## src/rtl/csa_pkg.sv

```systemverilog
// -----------------------------------------------------------------------------
// csa_pkg
// Shared constants for the pipelined carry-skip adder: default geometry
// (operand width, carry-skip group size, pipeline depth) and the add/subtract
// mode encoding seen on the adder's `sub` input.
// -----------------------------------------------------------------------------
package csa_pkg;

    localparam int DEF_WIDTH  = 32;
    localparam int DEF_SKIP   = 4;
    localparam int DEF_STAGES = 2;

    typedef enum logic {
        ADD = 1'b0,
        SUB = 1'b1
    } mode_e;

endpackage

```

## src/rtl/skip_group.sv

```systemverilog
// -----------------------------------------------------------------------------
// skip_group
// One carry-skip group: a W-bit ripple-carry chain whose carry-out is taken
// directly from the carry-in when every bit of the group propagates.
//
// Ports
//   a_i, b_i : group operand bits (b already inverted for subtraction)
//   c_i      : carry into the group
//   s_o      : group sum bits
//   c_o      : carry out of the group (bypassed when all propagate bits are 1)
// -----------------------------------------------------------------------------
module skip_group #(
    parameter int W = 4
) (
    input  logic [W-1:0] a_i,
    input  logic [W-1:0] b_i,
    input  logic         c_i,
    output logic [W-1:0] s_o,
    output logic         c_o
);

    logic [W-1:0] prop;
    logic [W-1:0] gen;
    logic [W:0]   rc;

    always_comb begin
        prop  = a_i ^ b_i;
        gen   = a_i & b_i;
        rc    = '0;
        rc[0] = c_i;
        for (int i = 0; i < W; i++) begin
            rc[i+1] = gen[i] | (prop[i] & rc[i]);
        end
        s_o = prop ^ rc[W-1:0];
        // When the whole group propagates, the incoming carry skips the ripple.
        c_o = (&prop) ? c_i : rc[W];
    end

endmodule

```

## src/rtl/pipelined_skip_adder.sv

```systemverilog
// -----------------------------------------------------------------------------
// pipelined_skip_adder
// WIDTH-bit add/subtract unit split into STAGES segments of SEG = WIDTH/STAGES
// bits. Each segment is a chain of SKIP-bit carry-skip groups; the carry out of
// segment k is registered and feeds segment k+1 one cycle later. Upper operand
// bits travel down the pipe with the transaction and finished low sum bits are
// carried along, so every bit of a result leaves the last register together.
//
// Ports
//   clk, rst            : clock, synchronous active-high reset
//   a, b                : operands
//   cin                 : carry in (add mode only)
//   sub                 : 0 = add, 1 = subtract (a + ~b + 1)
//   in_valid / in_ready : operand handshake; in_ready = !out_valid || out_ready
//   sum, cout, ovf      : result, carry out of MSB, signed overflow
//   out_valid/out_ready : result handshake
// -----------------------------------------------------------------------------
module pipelined_skip_adder
    import csa_pkg::*;
#(
    parameter int WIDTH  = DEF_WIDTH,
    parameter int SKIP   = DEF_SKIP,
    parameter int STAGES = DEF_STAGES
) (
    input  logic             clk,
    input  logic             rst,
    input  logic [WIDTH-1:0] a,
    input  logic [WIDTH-1:0] b,
    input  logic             cin,
    input  logic             sub,
    input  logic             in_valid,
    output logic             in_ready,
    output logic [WIDTH-1:0] sum,
    output logic             cout,
    output logic             ovf,
    output logic             out_valid,
    input  logic             out_ready
);

    localparam int SEG  = WIDTH / STAGES;
    localparam int NGRP = SEG / SKIP;
    localparam int LAST = STAGES - 1;

    if ((WIDTH % (STAGES * SKIP)) != 0) begin : g_bad_cfg
        $error("pipelined_skip_adder: WIDTH must be a multiple of STAGES*SKIP");
    end

    // Inputs seen by each stage's segment adder.
    logic [WIDTH-1:0] stg_a [STAGES];
    logic [WIDTH-1:0] stg_b [STAGES];
    logic [WIDTH-1:0] stg_s [STAGES];
    logic             stg_c [STAGES];
    logic             stg_v [STAGES];

    // Segment adder outputs.
    logic [SEG-1:0]   seg_s  [STAGES];
    logic             seg_co [STAGES];

    // Pipeline registers: index k is the register at the end of stage k.
    logic [WIDTH-1:0] opa_d [STAGES], opa_q [STAGES];
    logic [WIDTH-1:0] opb_d [STAGES], opb_q [STAGES];
    logic [WIDTH-1:0] sum_d [STAGES], sum_q [STAGES];
    logic             car_d [STAGES], car_q [STAGES];
    logic             vld_d [STAGES], vld_q [STAGES];

    logic adv;

    // The whole pipe moves as one; a stalled output freezes every stage.
    assign adv      = !vld_q[LAST] || out_ready;
    assign in_ready = adv;

    for (genvar k = 0; k < STAGES; k++) begin : g_stage
        if (k == 0) begin : g_in
            // Subtraction is folded in here: invert b and force the carry in.
            assign stg_a[k] = a;
            assign stg_b[k] = (sub == SUB) ? ~b : b;
            assign stg_c[k] = (sub == SUB) ? 1'b1 : cin;
            assign stg_s[k] = '0;
            assign stg_v[k] = in_valid;
        end else begin : g_link
            assign stg_a[k] = opa_q[k-1];
            assign stg_b[k] = opb_q[k-1];
            assign stg_c[k] = car_q[k-1];
            assign stg_s[k] = sum_q[k-1];
            assign stg_v[k] = vld_q[k-1];
        end

        logic [NGRP:0]  gc;
        logic [SEG-1:0] ss;

        assign gc[0] = stg_c[k];

        for (genvar g = 0; g < NGRP; g++) begin : g_grp
            skip_group #(.W(SKIP)) u_grp (
                .a_i (stg_a[k][k*SEG + g*SKIP +: SKIP]),
                .b_i (stg_b[k][k*SEG + g*SKIP +: SKIP]),
                .c_i (gc[g]),
                .s_o (ss[g*SKIP +: SKIP]),
                .c_o (gc[g+1])
            );
        end

        assign seg_s[k]  = ss;
        assign seg_co[k] = gc[NGRP];
    end

    always_comb begin
        for (int k = 0; k < STAGES; k++) begin
            opa_d[k] = stg_a[k];
            opb_d[k] = stg_b[k];
            sum_d[k] = stg_s[k];
            sum_d[k][k*SEG +: SEG] = seg_s[k];
            car_d[k] = seg_co[k];
            vld_d[k] = stg_v[k];
        end
    end

    // ---- stage registers (segment k result, carry, delayed operands) ----
    always_ff @(posedge clk) begin
        if (rst) begin
            for (int k = 0; k < STAGES; k++) begin
                opa_q[k] <= '0;
                opb_q[k] <= '0;
                sum_q[k] <= '0;
                car_q[k] <= 1'b0;
                vld_q[k] <= 1'b0;
            end
        end else if (adv) begin
            for (int k = 0; k < STAGES; k++) begin
                opa_q[k] <= opa_d[k];
                opb_q[k] <= opb_d[k];
                sum_q[k] <= sum_d[k];
                car_q[k] <= car_d[k];
                vld_q[k] <= vld_d[k];
            end
        end
    end

    // ---- output ----
    // Overflow uses the effective operand signs that travelled with the result;
    // all three bits clear on reset, so ovf reads 0 after reset as well.
    assign sum       = sum_q[LAST];
    assign cout      = car_q[LAST];
    assign out_valid = vld_q[LAST];
    assign ovf       = (opa_q[LAST][WIDTH-1] == opb_q[LAST][WIDTH-1]) &&
                       (sum_q[LAST][WIDTH-1] != opa_q[LAST][WIDTH-1]);

endmodule

```

## config.mk

```make
export PLATFORM = sky130hd
export DESIGN_NAME = pipelined_skip_adder
export DESIGN_NICKNAME = d
export VERILOG_FILES = /design/src/rtl/csa_pkg.sv /design/src/rtl/skip_group.sv /design/src/rtl/pipelined_skip_adder.sv
export SDC_FILE = /design/constraint.sdc
export NUM_CORES = 1
export LEC_CHECK = 0
export CAP_MARGIN = 30
export CORE_UTILIZATION = 69
export CTS_CLUSTER_SIZE = 30
export DETAILED_ROUTE_END_ITERATION = 7
export DONT_BUFFER_PORTS = 1
export GPL_TIMING_DRIVEN = 0
export PLACE_DENSITY = 0.94
export RECOVER_POWER = 25
export SETUP_SLACK_MARGIN = 0.2
export SYNTH_ARGS = -nofsm -noshare
export SYNTH_HDL_FRONTEND = slang
export SYNTH_HIERARCHICAL = 1
export SYNTH_SLANG_ARGS = --single-unit
```

## constraint.sdc

```tcl
create_clock -name clk -period 11.8 [get_ports clk]
set_input_delay 1.77 -clock clk [delete_from_list [all_inputs] [get_ports clk]]
set_output_delay 1.77 -clock clk [all_outputs]
set_load 0.01 [all_outputs]
```

After elaboration in Yosys (flattened, before gate mapping)

Memory sizes are Yosys's and may differ from the RTL's.
Cells that the tools add are included.

Register bits after elaboration: 0
Memory bits (read-only): 0
Memories: 5
Bits in writable memories: 196
Latch bits: 0
Bits of input ports: 70
Output and inout bits: 36

$lt $le $gt $ge: 0
$add $sub $neg: 0
Divide/modulo/power cells: 0
$mul: 0
Mux-type cells: 25
Reduce and logical (&&, ||, !) cells: 11
Equality and inequality tests: 2
Bitwise gates (word level): 99
Shifts and indexed selects: 0

Memories:

| name  | words | bits a word | rd ports | clocked after Yosys merged registers in | wr ports | line                       | source |
|---|---|---|---|---|---|---|---|
| opa_q | 2     | 32          | 2        | 0                                       | 2        | pipelined_skip_adder.sv:60 | `logic [WIDTH-1:0] opa_d [STAGES], opa_q [STAGES];` |
| opb_q | 2     | 32          | 2        | 0                                       | 2        | pipelined_skip_adder.sv:61 | `logic [WIDTH-1:0] opb_d [STAGES], opb_q [STAGES];` |
| sum_q | 2     | 32          | 2        | 0                                       | 2        | pipelined_skip_adder.sv:62 | `logic [WIDTH-1:0] sum_d [STAGES], sum_q [STAGES];` |
| car_q | 2     | 1           | 2        | 0                                       | 2        | pipelined_skip_adder.sv:63 | `logic car_d [STAGES], car_q [STAGES];` |
| vld_q | 2     | 1           | 2        | 0                                       | 2        | pipelined_skip_adder.sv:64 | `logic vld_d [STAGES], vld_q [STAGES];` |

Operators by type and width:

| cell              | number |
|---|---|
| $mux 32           | 7 |
| $xor 4x4->4       | 16 |
| $or 1x1->1        | 42 |
| $and 1x1->1       | 32 |
| $and 4x4->4       | 8 |
| $not 32->32       | 1 |
| $reduce_and 4->1  | 8 |
| $mux 1            | 18 |
| $eq 1x1->1        | 1 |
| $logic_and 1x1->1 | 1 |
| $logic_not 1->1   | 1 |
| $logic_or 1x1->1  | 1 |
| $ne 1x1->1        | 1 |

Longest topological paths before layout

Depth in word-level cells: 40
Gate-level depth with buffers: 36
Mapped depth without buffers: 34

By module

Netlist, hierarchy kept.

By module, submodules not included:

| module               | area an instance (um^2) | cells an instance | sequential area each (um^2) | times used |
|---|---|---|---|---|
| pipelined_skip_adder | 3781.1                  | 235               | 2582.5                      | 1 |
| skip_group           | 180.2                   | 19                | 0.0                         | 8 |

Least setup slack after synthesis

Ideal clock, no wire load.

Path type: input port to flip-flop
From: input port sub
To: memory sum_q[0][15] in the netlist's numbering, data pin
Setup time: 0.160 ns
Data arrival time: 7.802 ns
Cell stages on the path: 36
Path slack: 3.838 ns
Cells stage by stage: buf_4 -> buf_4 -> or2_2 -> inv_1 -> fa_1 -> inv_1 -> fa_1 -> fa_1 -> inv_1 -> fa_1 -> mux2i_1 -> inv_1 -> fa_1 -> inv_1 -> fa_1 -> fa_1 -> inv_1 -> fa_1 -> mux2i_1 -> inv_1 -> fa_1 -> inv_1 -> fa_1 -> fa_1 -> inv_1 -> fa_1 -> mux2i_1 -> inv_1 -> fa_1 -> inv_1 -> fa_1 -> fa_1 -> inv_1 -> fa_1 -> inv_1 -> nor3b_1

RTL lines:

| what            | line                       | source |
|---|---|---|
| start, declared | pipelined_skip_adder.sv:30 | `input logic sub,` |
| end, declared   | pipelined_skip_adder.sv:62 |  |

==> reports/results.ini <==
[outcome]
outcome=complete, no violations

[floorplan]
start_util_pct=71.62
die-area_sq_um=7921
die_h_um=89
num_io_pins=106
rows=31
core_area_sq_um=7292
die_x_um=89

[layout]
final_cell_mix=86 x edfxtp_1, 73 x inv_1, 62 x nor3b_1
n_fill_cell=497
antenna_cells=0
finalNetCount=533
fin_util_pct=75.02
final_common_cell=edfxtp_1
area_delta_synth_final_pct=4.744
drive_gt1_share_pct=8.663
stdcell_area_sq_um=5470

[clock_network]
cts-root-buf=clkbuf_8
ctsHtreeMaxLevel=3
cts-buffers-inserted=9
postCtsSetupBuffers=0
holdBufCountCts=0
cts_tree=done
clk_pin_slew_ps=80
cts.repair.resized=0
cts_buffer_depth=2
cts.sink_count=86
clkLatencyLatePin_ps=360

[routing]
wl_per_cell_um=19.24
drtPass1Iterations=4
met2_length_um=4983
drc_errors=0
wl_um=9680
ant_nets=0
dr_wl_met3_um=751
via_per_inst=5.738
drt_iter0_markers=121
routed.top_layer=met4
vias=2886
wl_met1_um=3546

[sta]
fin_skew_ps=7.001
finalHoldViolCount=0
grt_setup_unrepaired=no
max-slew-margin-rel_pct=50.94
worst_pin_slew_ps=735.9
fin_ws_ps=3517
tns_ps=0
min_period_ps=8283
slew_violations=0
setup_violations=0
fmax_ghz=0.1207
fin_hold_ws_ps=606.6
min_period_over_period_pct=70.20

[placement]
placed_cell_area_sq_um=5374
post-place-ws_ps=3191
place_hpwl_um=7139
globalplace.congestion=0.7998
port_buffers=0

[global_route]
antenna_found_initial=0
grt_overflow=0
grt_max_degree=48
track_usage_pct=27.14
grt_pass1_wl_um=15270
grt_pass1_vias=3045

[logic_synthesis]
syn_area_sq_um=5223
synth_warnings=6
synthesis.nets=521
synth.distinct_cells=21
yosysSeqAreaShare_pct=49.45
ys_ff_latch=86
syn_avg_cell_area_sq_um=13.49
syn_inst=387

[setup_path]
cp_max_fo=10
critPathMaxStageDelay_ps=480
cp.arrival_ps=8370
cp-start-kind=primary input
cp_num_buf_inv=15
path_common_cell=fa_1
path_class=primary input to flip-flop
crit_family=adder cells
end_kind=flip-flop
crit_start=sub
worst_ep_required_time_ps=11890
r2r_start=opa_q[0][16]
crit_slowest_cell=fa_1

[power_and_ir_drop]
powerDensity_nw_per_um2=134.9
p_leak_nw=2.367
vdd.ir_drop.worst_v=0.00006868

[run]
maxCapViolations=0

[hold_path]
min_path_type=flip-flop to flip-flop
min_from=sum_q[0][9]

==> final timing paths <==
path                        to  slack [ps]  cells past startpoint
setup / recovery  sum_q[0][15]        3520                     36
hold / removal    sum_q[0][41]         610                      1
setup reg to reg  sum_q[0][63]        4950                     33
hold reg to reg   sum_q[0][41]         610                      1
==> layer usage <==
| metal | up-vias | global-route usage, % |
|---|---|---|
| met1 | 1446 | 32.66 |
| li1 | 1294 | - |
| met4 | 0 | 13.42 |
| met5 | - | 0 |
| met2 | 119 | 45.66 |
| met3 | 27 | 7.202 |
==> cells in the mapped netlist <==
library cell  number  area (sq um)
edfxtp_1          86          2582
inv_1             73         274.0
nor3b_1           60         450.4
fa_1              32         640.6
ha_1              32         400.4
xnor2_1           16         140.1
xor2_1            16         140.1
nor3b_2           10         125.1
nor3_2             9         90.09
buf_2              8         40.04
buf_6              8         90.09
mux2i_1            8         80.08
nand4_1            8         50.05
nor3_1             7         35.03
clkbuf_1           5         18.77
buf_4              3         22.52
nand2b_1           2         12.51
nand2_1            1         3.750
nor2b_4            1         13.76
o22ai_1            1         6.260
or2_2              1         6.260
==> per-stage QoR <==
step | power, mW | cells
after detailed placement | 0.5466 | 487
final | 0.7380 | 503
after floorplan | 0.5093 | 387
after global routing | 0.7757 | 503
after CTS | 0.7421 | 503
after global placement | 0.5317 | 486
==> area by class of cell <==
cell class	instances	area, sq um	share of cell area (%)
clock inverter	5	50.05	0.9149
inverter	73	274.0	5.009
tap	99	123.9	2.264
timing repair buffer	1	20.02	0.3660
sequential	86	2582	47.21
clock buffer	11	131.4	2.402
buffer	24	133.9	2.447
multi-input combinational	204	2155	39.39
==> state kept, by name, indices dropped and copies added, names as in the netlist <==
signal and flops:
sum_q 48, opa_q 17, vld_q 2, car_q 2, opb_q 17
==> cells by family after synthesis <==
kind of cell / after synthesis / share of synthesized area, %
buffers and inverters: 97 / 8.529
muxes: 8 / 1.533
adders and majority gates: 64 / 19.93
xor gates and xnor gates: 32 / 5.366
AOI/OAI and AO/OA: 1 / 0.1199
DFF: 86 / 49.45
and+or+nand+nor: 99 / 15.07
==> power by group <==
| part | internal (mW) | switching (mW) | total (mW) |
|---|---|---|---|
| logic | 0.0615 | 0.0685 | 0.130 |
| registers | 0.383 | 0.0265 | 0.409 |
| clock network | 0.0963 | 0.103 | 0.199 |
Note: power is estimated with default switching activity, not from simulation.
